===== config.mk =====
export PLATFORM = sky130hd
export DESIGN_NAME = pipe_robot_nav
export DESIGN_NICKNAME = d
export VERILOG_FILES = /design/src/rtl/pipe_robot_nav.sv
export SDC_FILE = /design/constraint.sdc
export NUM_CORES = 1
export LEC_CHECK = 0
export ABC_AREA = 1
export BUFFER_PORTS_ARGS = -buffer_cell sky130_fd_sc_hd__buf_2
export CORE_MARGIN = 1.5
export CORE_UTILIZATION = 59
export DETAILED_ROUTE_END_ITERATION = 7
export GPL_TIMING_DRIVEN = 0
export HOLD_SLACK_MARGIN = 0.02
export PLACE_DENSITY = 0.84
export SYNTH_ARGS = -nofsm -noshare
export SYNTH_HDL_FRONTEND = slang
export SYNTH_SLANG_ARGS = --single-unit

===== constraint.sdc =====
create_clock -name clock -period 2.79 [get_ports clock]
set_clock_uncertainty 0.05 [all_clocks]
set_input_delay 0.1395 -clock clock [delete_from_list [all_inputs] [get_ports clock]]
set_output_delay 0.1395 -clock clock [all_outputs]
set_load 0.02 [all_outputs]

===== src/rtl/pipe_robot_nav.sv =====
// Pipe-cleaning robot navigation controller: left-hand wall following,
// a fixed-length trash removal sequence, halt on exit, saturating move counter.
module pipe_robot_nav #(
  parameter int unsigned REMOVE_STEPS = 3,
  parameter int unsigned MOVE_W       = 16
) (
  input  logic              clock,
  input  logic              reset,
  input  logic              step,
  input  logic              head,
  input  logic              left,
  input  logic              under,
  input  logic              barrier,
  output logic              front,
  output logic              turn,
  output logic              remove,
  output logic              done,
  output logic [MOVE_W-1:0] moves
);

  typedef enum logic [2:0] {
    SEEK,
    FOLLOW,
    POST_LEFT,
    TURN_R1,
    TURN_R2,
    REMOVE,
    DONE
  } state_t;

  localparam int unsigned CNT_W = $clog2(REMOVE_STEPS + 1);
  localparam logic [CNT_W-1:0] REM_LAST = CNT_W'(REMOVE_STEPS);

  state_t           state, state_nx;
  state_t           ret_state, ret_nx;
  state_t           eval;
  logic [CNT_W-1:0] rem_cnt, rem_nx;
  logic             front_nx, turn_nx, remove_nx, done_nx;

  always_comb begin
    state_nx  = state;
    ret_nx    = ret_state;
    rem_nx    = rem_cnt;
    front_nx  = 1'b0;
    turn_nx   = 1'b0;
    remove_nx = 1'b0;
    done_nx   = 1'b0;

    // A finished removal is resolved by running the return state's rules
    // in this same step, so the robot never wastes an idle step.
    eval = state;
    if (state == REMOVE && rem_cnt == REM_LAST)
      eval = ret_state;

    case (eval)
      SEEK, FOLLOW, POST_LEFT: begin
        if (under) begin
          state_nx = DONE;
          done_nx  = 1'b1;
        end else if (barrier) begin
          state_nx  = REMOVE;
          ret_nx    = (eval == SEEK) ? SEEK : FOLLOW;
          rem_nx    = CNT_W'(1);
          remove_nx = 1'b1;
        end else if (eval == FOLLOW && !left) begin
          state_nx = POST_LEFT;
          turn_nx  = 1'b1;
        end else if (!head) begin
          state_nx = (eval == SEEK && !left) ? SEEK : FOLLOW;
          front_nx = 1'b1;
        end else begin
          state_nx = TURN_R1;
          turn_nx  = 1'b1;
        end
      end
      TURN_R1: begin
        state_nx = TURN_R2;
        turn_nx  = 1'b1;
      end
      TURN_R2: begin
        state_nx = FOLLOW;
        turn_nx  = 1'b1;
      end
      REMOVE: begin
        rem_nx    = rem_cnt + CNT_W'(1);
        remove_nx = 1'b1;
      end
      DONE: begin
        done_nx = 1'b1;
      end
      default: begin
        state_nx = SEEK;
      end
    endcase
  end

  always_ff @(posedge clock) begin
    if (reset) begin
      state     <= SEEK;
      ret_state <= SEEK;
      rem_cnt   <= '0;
      front     <= 1'b0;
      turn      <= 1'b0;
      remove    <= 1'b0;
      done      <= 1'b0;
      moves     <= '0;
    end else if (step) begin
      state     <= state_nx;
      ret_state <= ret_nx;
      rem_cnt   <= rem_nx;
      front     <= front_nx;
      turn      <= turn_nx;
      remove    <= remove_nx;
      done      <= done_nx;
      if (front_nx && moves != '1)
        moves <= moves + MOVE_W'(1);
    end
  end

endmodule


; ---- After elaboration in Yosys (flattened, before gate mapping)
; Cells that the tools add are included.
[totals]
register_bits = 28
in_bits = 7
out_inout_bits = 20
wordCells = 63
[op_classes]
add_sub_neg = 2
eq_ne = 11
mux = 26
bitwise = 2
n_reduce_logical = 14
[op_table]
columns = operator, n
row1 = "16-bit by 1-bit adder with 16-bit output, second input constant", 1
row2 = "16-bit != test, second input constant", 1
row3 = 1-bit two-way mux, 14
row4 = "3-bit == test, second input constant", 4
row5 = 3-bit one-hot mux with 4 select lines, 1
row6 = 3-bit two-way mux, 3
row7 = 2-bit two-way mux, 4
row8 = 4-bit AND reduction, 2
row9 = "3-bit by 2-bit == test with 1-bit output, second input constant", 2
row10 = 1-bit one-hot mux with 2 select lines, 3
row11 = 1-bit logical AND, 4
row12 = "2-bit != test, second input constant", 2
row13 = 2-bit one-hot mux with 2 select lines, 1
row14 = 2-bit AND reduction, 2
row15 = 2-bit OR reduction, 2
row16 = "3-bit by 1-bit == test with 1-bit output, second input constant", 1
row17 = 3-bit logical NOT, 1
row18 = 3-bit OR reduction, 1
row19 = "2-bit by 1-bit adder with 2-bit output, second input constant", 1
row20 = "2-bit == test, second input constant", 1
row21 = 1-bit inverter, 2
row22 = 2-bit nonzero test, 1
row23 = 1-bit logical NOT, 1

; ---- Logic depth before layout (Yosys ltp)
; Gate-level depths: netlist (run 1).
[logic_depth]
word_depth = 11
mapped_depth = 12
ltp_nobuf = 12

; ---- Worst setup path before layout (run 1)
; No wires, ideal clock.
[synth_path]
path_kind = register to register
start = register moves[0]
end = register moves[4]
setup_ns = 0.070
arrival_ns = 1.640
required_ns = 2.670
path_slack_ns = 1.030
path_stages_with_launch = 9
path_cell_list = dfxtp_1 ha_1 nand2_1 nor2_2 nand4_1 nand4_2 buf_2 nand2_1 a21oi_1
[synth_via]
elab_chain_len = 3
[synth_rtl]
columns = item, line_no
row1 = from (decl), 18  ; output logic [MOVE_W-1:0] moves
row2 = from (signal assigned), 116  ; moves <= moves + MOVE_W'(1);
row3 = branches (longest 3 deep; another with 16-bit by 1-bit adder with 16-bit output), -
; Parallel ways; which one is timed is not known.
; A chain may end at the register's enable or synchronous reset.

; ---- Worst setup path in the final report (run 1)
[layout_path]
start = register moves[0]
end = register moves[13]
; Same word-level chain as after synthesis.

==> qor.csv, run 1 <==
stage;metric;value;unit
final_layout;Register Area;520;µm²
global_routing;antenna violations before repair;0;
placement;GP Congestion;0.989;
sta;setup total negative slack;0;ns
critical_path;Worst EP required;3.00;ns
detailed_routing;WL final;3270;µm
cts;CTS tree;done;
critical_path;Slowest cell on crit path;dfxtp_1;
final_layout;ANT cells;0;
yosys;Synth Cell Area;1470;µm²
global_routing;largest net degree at the start of global routing;14;
sta;period utilisation layout;70.9;%
floorplan;row cnt;17;
floorplan;chip width;53.0;µm
power_and_ir_drop;Reg power frac;60.9;%
yosys;#FFs+latches synth;26;
critical_path;CP max stage delay;0.45;ns
detailed_routing;DRC viols;0;
run_status;outcome;finished clean;
final_layout;Final nets;263;
yosys;Synth Instances;223;
power_and_ir_drop;cell-internal power;460;µW
power_and_ir_drop;Power Dens Cells;384;nW/µm²
sta;Worst Hold Slack;0.0882;ns
final_layout;Multi-input gate area;843;µm²
critical_path;Worst Path Max Fanout;10;
placement;post-DP HPWL;2410;µm
floorplan;chip height;53.0;µm
power_and_ir_drop;maximum vdd drop;279;µV
power_and_ir_drop;Psw;179;µW
global_routing;first-pass GRT wire length;5360;µm
final_layout;commonest non-fill, non-tap cell in the layout;nand2_1;
sta;Rel. slew slack;68.7;%
sta;final hold violation count;0;
power_and_ir_drop;Sw Ratio;28.0;%
detailed_routing;vias per cell;5.34;
global_routing;vias in the first global route;1234;
power_and_ir_drop;clock share of power;25.1;%
worst_hold_path;worst min path class;input port to register;
yosys;synth unique cells;25;
yosys;syn_area_per_cell;6.60;µm²
critical_path;CP arrival;2.19;ns
power_and_ir_drop;leakage power total;0.000753;µW
floorplan;Ports;27;
final_layout;share of layout cells above drive strength 1;15.9;%
floorplan;Core Area;2280;µm²
sta;final setup fails;0;
yosys;yosys warns;0;
detailed_routing;drt pass-1 iters;4;
cts;number of post-CTS setup repair buffers;0;
detailed_routing;Detail Route Antenna Nets;0;
run;Max-cap violations;0;
sta;RSZ-0062 raised after global routing;no;
floorplan;initial core utilization;64.7;%
cts;H-tree Lvls;1;
power_and_ir_drop;logic gate share of total power;14.0;%
sta;fmax;506;MHz
critical_path;Setup crit start kind;register;
sta;Worst Tran Pin Value;0.470;ns
global_routing;GRT Overall Usage;25.8;%
floorplan;die footprint;2800;µm²
critical_path;critical path type;register to register;
critical_path;CP Cell Sequence;ha_1 -> nand2_1 -> nor2_2 -> nand4_1 -> nand4_2 -> buf_2 -> nand2_1 -> a21oi_1;
final_layout;most frequent cells in the layout;nand2_1 (72), buf_2 (28), a21oi_1 (26), dfxtp_1 (26);
final_layout;P&R area growth vs syn;13.1;%
final_layout;Fill cells;207;
yosys;Net Count, Synth;232;
sta;Slew Limit Fails;0;
yosys;sequential area share after synthesis;35.3;%
detailed_routing;vias after detailed routing;1495;
global_routing;grt ovf;0;
detailed_routing;Initial DRC Count;57;
placement;PortBufs;25;
critical_path;Most common cell on crit path;nand2_1;
cts;Num CTS Buffers;3;
cts;Worst-Skew Late Latency;0.32;ns
cts;CTS clk-pin slew, worst paths;0.14;ns
critical_path;CP endpoint kind;register;
cts;Clock Sinks;26;
sta;Tmin final;1.98;ns
cts;clock root cell;clkbuf_4;
detailed_routing;WL/cell;11.7;µm
cts;maximum clock insertion buffer count;2;
==> per-layer routing <==
metal  vias to the layer above  global-route usage, %  routed length (µm)
li1                        774                      -                   -
met1                       657                   37.1                1660
met2                        59                   40.0                1340
met3                         5                   3.11                 231
met4                         0                   7.69                  40
met5                         -                      0                   0
==> path summary, 6_finish.rpt <==
path                            slack [ns]         to  cells after the start      from
worst max-delay path                  0.81  moves[13]                      8  moves[0]
worst min-delay path                  0.09       done                      3      step
worst max register to register        0.81  moves[13]                      8  moves[0]
worst min register to register        0.42       done                      2      done
==> Yosys cell counts, drive strengths merged <==
master  number  area [µm²]
nand2       73         277
a21oi       26         130
dfxtp       26         521
nor2        23        98.8
inv         21        78.8
nand3       12        65.1
xor2         9        78.8
nand4        7        50.1
nor3         5        25.0
buf          4        22.5
o21ai        4        23.8
xnor2        4        35.0
a31oi        2        12.5
clkbuf       2        7.51
ha           2        25.0
nand3b       2        15.0
o211ai       1        7.51
==> state kept, by name (all words and copies together), names as in the netlist <==
| name | flops |
|---|---|
| moves | 16 |
| state | 3 |
| rem_cnt | 2 |
| done | 1 |
| front | 1 |
| remove | 1 |
| ret_state | 1 |
| turn | 1 |
==> power groups by stage <==
| stage | Clock [µW] | Combinational [µW] | Sequential [µW] |
|---|---|---|---|
| finish | 161 | 89.5 | 389 |
| global route | 175 | 101 | 391 |
| CTS | 163 | 88.2 | 389 |
| detailed placement | 0 | 86.3 | 397 |
| global placement | 0 | 85.4 | 397 |
| floorplan | 0 | 59.5 | 400 |
==> critical path, delay by kind of cell, from the launching register on <==
| kind | cells | cell delay [ns] |
|---|---|---|
| AND/OR/NAND/NOR | 5 | 0.79 |
| adder cells (fa/ha/maj) | 1 | 0.21 |
| buffers and inverters | 1 | 0.26 |
| flip-flops | 1 | 0.45 |
| AO/OA/AOI/OAI | 1 | 0.15 |
==> area by class of cell <==
cell class,instances,share of cell area (%)
plain buffers,6,1.80
clock buffers,3,1.35
inverters,21,4.73
multi-input cells,170,50.6
flip-flops and latches,26,31.3
well taps,28,2.10
repair buffers,26,8.11
==> through the flow <==
stage | cells | setup WS (ns) | instance area [µm²] | total power (µW) | util, %
after floorplan | 223 | 1.03 | 1470 | 460 | -
after global placement | 276 | 0.882 | 1630 | 482 | 71.7
after detailed placement | 276 | 0.859 | 1630 | 484 | 71.7
after CTS | 280 | 0.826 | 1670 | 641 | 73.2
after global routing | 280 | 0.599 | 1670 | 668 | 73.2
final | 280 | 0.812 | 1670 | 640 | 73.2
==> what timing repair did <==
item | 4_1_cts | 5_1_grt
hold buffers | 1 | 0
gates resized for setup | 0 | 0
hold endpoints to repair | 2 | 0
==> cells by family after synthesis <==
family	Yosys count	synth area share, %
AO/OA/AOI/OAI	33	11.8
AND/OR/NAND/NOR	122	36.0
flip-flops	26	35.3
buffers and inverters	27	7.39
adder cells (fa/ha/maj)	2	1.70
XOR/XNOR	13	7.73
No activity file was read; power rests on OpenSTA's default activity.
==> inputs of run 2 (changes only) <==
Settings changed: CORE_UTILIZATION 59 to 54, PLACE_DENSITY 0.84 to 0.78.
Clock period 2.79 ns to 2.05 ns, I/O delays scaled along.
==> qor.csv, run 2 (synthesized netlist as in run 1, its figures left out) <==
stage;metric;value;unit;change
run_status;outcome;finished clean;;
final_layout;Post-Route Utilization;67.4;%;-5.8 points
critical_path;critical path type;register to register;;
floorplan;Core Area;2520;µm²;+11%
critical_path;CP arrival;2.09;ns;-0.10 ns
cts;clock root cell;clkbuf_4;;
floorplan;row cnt;18;;+1
final_layout;Final Non-Filler Cells;283;;+1.1%
sta;RSZ-0062 raised after global routing;no;;
power_and_ir_drop;Sw Ratio;27.4;%;-0.59 points
sta;period utilisation layout;91.9;%;+21 points
power_and_ir_drop;logic gate share of total power;13.4;%;-0.6 points
power_and_ir_drop;cell-internal power;667;µW;+45%
cts;Num CTS Buffers;3;;unchanged
power_and_ir_drop;leakage power total;0.000751;µW;-0.34%
power_and_ir_drop;Power Dens Cells;541;nW/µm²;+41%
placement;post-DP HPWL;2530;µm;+4.9%
detailed_routing;vias per cell;5.23;;-2.1%
detailed_routing;Detail Route Antenna Nets;0;;unchanged
sta;final setup fails;0;;unchanged
global_routing;grt ovf;0;;unchanged
final_layout;P&R area growth vs syn;15.4;%;
cts;Clock Sinks;26;;unchanged
detailed_routing;drt pass-1 iters;4;;unchanged
final_layout;commonest non-fill, non-tap cell in the layout;nand2_1;;
sta;Worst Hold Slack;0.0516;ns;-0.0366 ns
cts;CTS tree;done;;
power_and_ir_drop;clock share of power;29.0;%;+3.9 points
sta;Worst Tran Pin Value;0.456;ns;-0.0137 ns
global_routing;largest net degree at the start of global routing;15;;+1
detailed_routing;WL final;3370;µm;+2.9%
detailed_routing;vias after detailed routing;1480;;-1.0%
critical_path;Buffers & Inverters on Critical Path;2;;+1
sta;final hold violation count;0;;unchanged
global_routing;first-pass GRT wire length;5610;µm;+4.6%
critical_path;CP max stage delay;0.36;ns;-0.09 ns
critical_path;Worst EP required;2.26;ns;-0.74 ns
cts;Worst-Skew Late Latency;0.32;ns;about the same
power_and_ir_drop;Reg power frac;57.7;%;-3.2 points
final_layout;Most flops, register;moves;;
cts;H-tree Lvls;1;;unchanged
final_layout;share of layout cells above drive strength 1;16.6;%;+0.73 points
run;Max-cap violations;0;;unchanged
final_layout;registers with the most flip-flops;moves (16), state (3), rem_cnt (2);;
critical_path;Worst Path Max Fanout;10;;unchanged
sta;fmax;531;MHz;+5.0%
placement;GP Congestion;0.919;;-7.1%
power_and_ir_drop;Psw;252;µW;+41%
worst_hold_path;worst min path class;input port to register;;
global_routing;vias in the first global route;1234;;unchanged
placement;placed insts;278;;+0.72%
cts;number of post-CTS setup repair buffers;0;;unchanged
final_layout;most frequent cells in the layout;nand2_1 (72), buf_2 (27), a21oi_1 (26);;
final_layout;max reg flops;16;;unchanged
critical_path;CP Cell Sequence;ha_1 -> inv_1 -> nor2_1 -> nand2_1 -> nand4_1 -> nand3_2 -> nor2_4 -> buf_4 -> nand2_1 -> a21oi_1;;
floorplan;die footprint;3050;µm²;+8.7%
floorplan;initial core utilization;58.4;%;-6.3 points
critical_path;Slowest cell on crit path;dfxtp_1;;
detailed_routing;DRC viols;0;;unchanged
sta;Rel. slew slack;69.6;%;+0.91 points
global_routing;GRT Overall Usage;22.5;%;-3.3 points
sta;setup total negative slack;0;ns;unchanged
floorplan;chip width;55.2;µm;+4.3%
placement;PortBufs;25;;unchanged
detailed_routing;WL/cell;11.9;µm;+1.8%
floorplan;chip height;55.2;µm;+4.3%
critical_path;Top delay family on crit path;simple AND/OR/NAND/NOR gates;;
cts;CTS clk-pin slew, worst paths;0.14;ns;about the same
final_layout;Final nets;263;;unchanged
detailed_routing;Initial DRC Count;75;;+32%
final_layout;ANT cells;0;;unchanged
global_routing;antenna violations before repair;0;;unchanged
critical_path;Most common cell on crit path;nand2_1;;
cts;maximum clock insertion buffer count;2;;unchanged
critical_path;Setup crit start kind;register;;
sta;Tmin final;1.88;ns;-0.0948 ns
final_layout;Fill cells;263;;+27%
floorplan;Ports;27;;unchanged
critical_path;CP endpoint kind;register;;
power_and_ir_drop;maximum vdd drop;464;µV;+67%
sta;Slew Limit Fails;0;;unchanged
==> run 2: changes by cell type in the layout (fill, tap and decap cells not counted), sizes merged <==
cell,previous run,this run
buf,29,28
clkbuf,5,7
==> run 2: stage by stage <==
step                power [µW]  setup WS (ns)  area (µm²)
floorplan                  626          0.290        1470
global placement           657          0.142        1640
detailed placement         659         0.0639        1640
CTS                        919         0.0262        1680
global route               957         0.0183        1700
finish                     920          0.167        1700
==> run 2: final cells by class <==
class / instances / area (µm²) / area share, %
plain buffers: 6 / 32.5 / 1.91
clock buffers: 4 / 36.3 / 2.14
inverters: 21 / 78.8 / 4.64
multi-input cells: 170 / 857 / 50.4
flip-flops and latches: 26 / 522 / 30.7
well taps: 30 / 37.5 / 2.21
repair buffers: 26 / 135 / 7.95
==> run 2: tightest hold or removal path: cells and delay by family <==
kind	cells	cell delay, ns
compound gates	1	0.06
buf+inv	2	0.16
simple gates	1	0.09
==> run 2: timing repair <==
| action | in CTS | in global routing |
|---|---|---|
| endpoints found under the hold margin | 2 | 0 |
| gates resized for setup | 0 | 4 |
| endpoints found under the setup margin | 0 | 10 |
| hold buffers | 1 | 0 |
==> run 2: layer usage <==
metal	track usage [%]	vias up	wire length, µm
met4	7.32	0	39
met5	0	-	0
met2	32.7	41	1380
met1	34.2	653	1810
met3	3.04	5	137
li1	-	781	-
==> run 2: final timing paths <==
path	from	to	slack, ns	depth (start not counted)
setup reg to reg	rem_cnt[0]	moves[13]	0.17	10
hold / removal	barrier	state[1]	0.05	4
setup / recovery	rem_cnt[0]	moves[13]	0.17	10
hold reg to reg	done	done	0.43	2
==> run 2: power by group through the flow <==
stage	Clock, µW	Combinational, µW	Sequential (µW)
floorplan	0	81.0	545
global placement	0	116	540
detailed placement	0	118	541
CTS	270	120	530
global route	287	138	532
finish	266	123	530
==> inputs of run 3 (changes only) <==
Settings changed: CORE_UTILIZATION 54 to 55, PLACE_DENSITY 0.78 to 0.79.
Clock period 2.05 ns to 2.2 ns, I/O delays scaled along.
==> qor.csv, run 3 (synthesized netlist as in run 1, its figures left out) <==
stage;metric;value;unit;change
critical_path;RR Endpoint;moves[0];;
final_layout;Most flops, register;moves;;
placement;GP Congestion;0.944;;+2.8%
critical_path;Critical Path Start;moves[0];;
final_layout;Final nets;263;;unchanged
floorplan;chip width;54.7;µm;-0.86%
final_layout;registers with the most flip-flops;moves (16), state (3), rem_cnt (2);;
floorplan;chip height;54.7;µm;-0.86%
detailed_routing;DRC viols;0;;unchanged
floorplan;Ports;27;;unchanged
sta;Slew Limit Fails;0;;unchanged
power_and_ir_drop;Power Total;813;µW;-12%
critical_path;Worst EP required;2.41;ns;+0.15 ns
worst_hold_path;hold path start;under;;
critical_path;critical path type;register to register;;
sta;RSZ-0062 raised after global routing;no;;
cts;CTS clk-pin slew, worst paths;0.14;ns;about the same
detailed_routing;Detail Route Antenna Nets;0;;unchanged
sta;Rel. slew slack;70.1;%;+0.47 points
final_layout;Fill cells;235;;-11%
detailed_routing;routed wl met2;1180;µm;-14%
placement;PortBufs;25;;unchanged
detailed_routing;Max Used Layer;met4;;
detailed_routing;drt pass-1 iters;4;;unchanged
floorplan;die footprint;3000;µm²;-1.7%
sta;Worst Tran Pin Value;0.445;ns;-0.0104 ns
cts;Clock Sinks;26;;unchanged
global_routing;first-pass GRT wire length;4950;µm;-12%
worst_hold_path;Min-Delay Endpoint;turn;;
critical_path;CP arrival;2.14;ns;+0.05 ns
sta;setup total negative slack;0;ns;unchanged
global_routing;vias in the first global route;1084;;-12%
floorplan;initial core utilization;58.9;%;+0.53 points
global_routing;GRT Overall Usage;22.7;%;+0.23 points
detailed_routing;WL/cell;11.0;µm;-7.6%
sta;period utilisation layout;87.4;%;-4.5 points
final_layout;most frequent cells in the layout;nand2_1 (72), buf_2 (28), a21oi_1 (26), dfxtp_1 (26);;
critical_path;Worst Path Max Fanout;10;;unchanged
worst_hold_path;Worst Hold Depth;4;;unchanged
cts;CTS tree;done;;
global_routing;antenna violations before repair;0;;unchanged
cts;Num CTS Buffers;3;;unchanged
cts;clock root cell;clkbuf_4;;
final_layout;max reg flops;16;;unchanged
cts;maximum clock insertion buffer count;2;;unchanged
sta;Tmin final;1.92;ns;+0.0395 ns
cts;post-CTS sizing;0;;unchanged
cts;Worst-Skew Late Latency;0.32;ns;about the same
sta;final hold violation count;0;;unchanged
cts;H-tree Lvls;1;;unchanged
detailed_routing;Initial DRC Count;44;;-41%
power_and_ir_drop;Power Dens Cells;487;nW/µm²;-9.9%
critical_path;flop-to-flop setup slack;0.28;ns;+0.11 ns
placement;post-DP HPWL;2370;µm;-6.4%
detailed_routing;Metal-1 WL;1700;µm;-5.9%
sta;fmax;520;MHz;-2.1%
critical_path;Setup crit start kind;register;;
detailed_routing;met3 WL;168;µm;+23%
critical_path;r2r worst-path depth;8;;-2
detailed_routing;WL final;3100;µm;-7.9%
global_routing;grt ovf;0;;unchanged
final_layout;ANT cells;0;;unchanged
sta;final setup fails;0;;unchanged
power_and_ir_drop;leakage power total;0.000753;µW;+0.34%
run;Max-cap violations;0;;unchanged
critical_path;worst r2r src;moves[0];;
worst_hold_path;worst min path class;input port to register;;
detailed_routing;vias per cell;5.16;;-1.3%
final_layout;commonest non-fill, non-tap cell in the layout;nand2_1;;
floorplan;row cnt;18;;unchanged
final_layout;Post-Route Utilization;66.7;%;-0.64 points
run_status;outcome;finished clean;;
power_and_ir_drop;maximum vdd drop;424;µV;-8.7%
global_routing;largest net degree at the start of global routing;14;;-1
final_layout;share of layout cells above drive strength 1;15.9;%;-0.73 points
floorplan;Core Area;2500;µm²;-0.89%
final_layout;P&R area growth vs syn;13.3;%;
sta;Worst Hold Slack;0.0623;ns;+0.0107 ns
critical_path;CP endpoint kind;register;;
detailed_routing;vias after detailed routing;1456;;-1.6%
[run 3: changes by cell type in the layout (fill, tap and decap cells not counted), sizes merged]
cell	previous run	this run
buf	28	29
clkbuf	7	5
[run 3: worst max-delay path by stage]
| stage | end | slack (ns) | cells after the start |
|---|---|---|---|
| after floorplan | moves[4] | 0.44 | 8 |
| after global placement | moves[15] | 0.35 | 8 |
| after detailed placement | moves[0] | 0.30 | 8 |
| after CTS | moves[0] | 0.26 | 8 |
| after global routing | moves[15] | 0.07 | 8 |
| final | moves[0] | 0.28 | 8 |
[run 3: metal layers]
layer | global-route usage, % | vias to the layer above
met5 | 0 | -
met4 | 6.25 | 0
met3 | 3.83 | 5
met2 | 30.2 | 41
met1 | 36.4 | 625
li1 | - | 785
[run 3: layout make-up]
| class | count | area [µm²] | area share [%] |
|---|---|---|---|
| multi-input cells | 170 | 843 | 50.6 |
| flip-flops and latches | 26 | 520 | 31.2 |
| repair buffers | 26 | 135 | 8.10 |
| inverters | 21 | 78.8 | 4.73 |
| well taps | 30 | 37.5 | 2.25 |
| plain buffers | 6 | 30.0 | 1.80 |
| clock buffers | 3 | 22.5 | 1.35 |
[run 3: critical path, stage by stage, from the launching register on]
cell     delay (ns)
dfxtp_1        0.45
ha_1           0.22
nand2_1        0.09
nor2_2         0.22
nand4_1        0.17
nand4_2        0.20
buf_2          0.25
nand2_1        0.07
a21oi_1        0.14
[run 3: where the power goes]
part / internal (µW) / total (µW) / leakage (µW) / switching (µW)
Combinational: 36.6 / 112 / 0.000529 / 75.8
Clock: 64.3 / 207 / 0.0000138 / 143
Sequential: 483 / 493 / 0.000211 / 9.97
Total: 584 / 813 / 0.000753 / 229
[run 3: timing repair]
action	in CTS	in global routing
setup buffers	0	0
setup endpoints to repair	0	0
hold buffers	1	0
endpoints found under the hold margin	2	0
[run 3: per-stage QoR]
stage / std cells / instance area [µm²] / setup WS [ns]
2_1_floorplan: 223 / 1470 / 0.440
3_3_place_gp: 278 / 1640 / 0.345
3_5_place_dp: 278 / 1640 / 0.300
4_1_cts: 282 / 1670 / 0.264
5_1_grt: 282 / 1670 / 0.0724
6_report: 282 / 1670 / 0.277
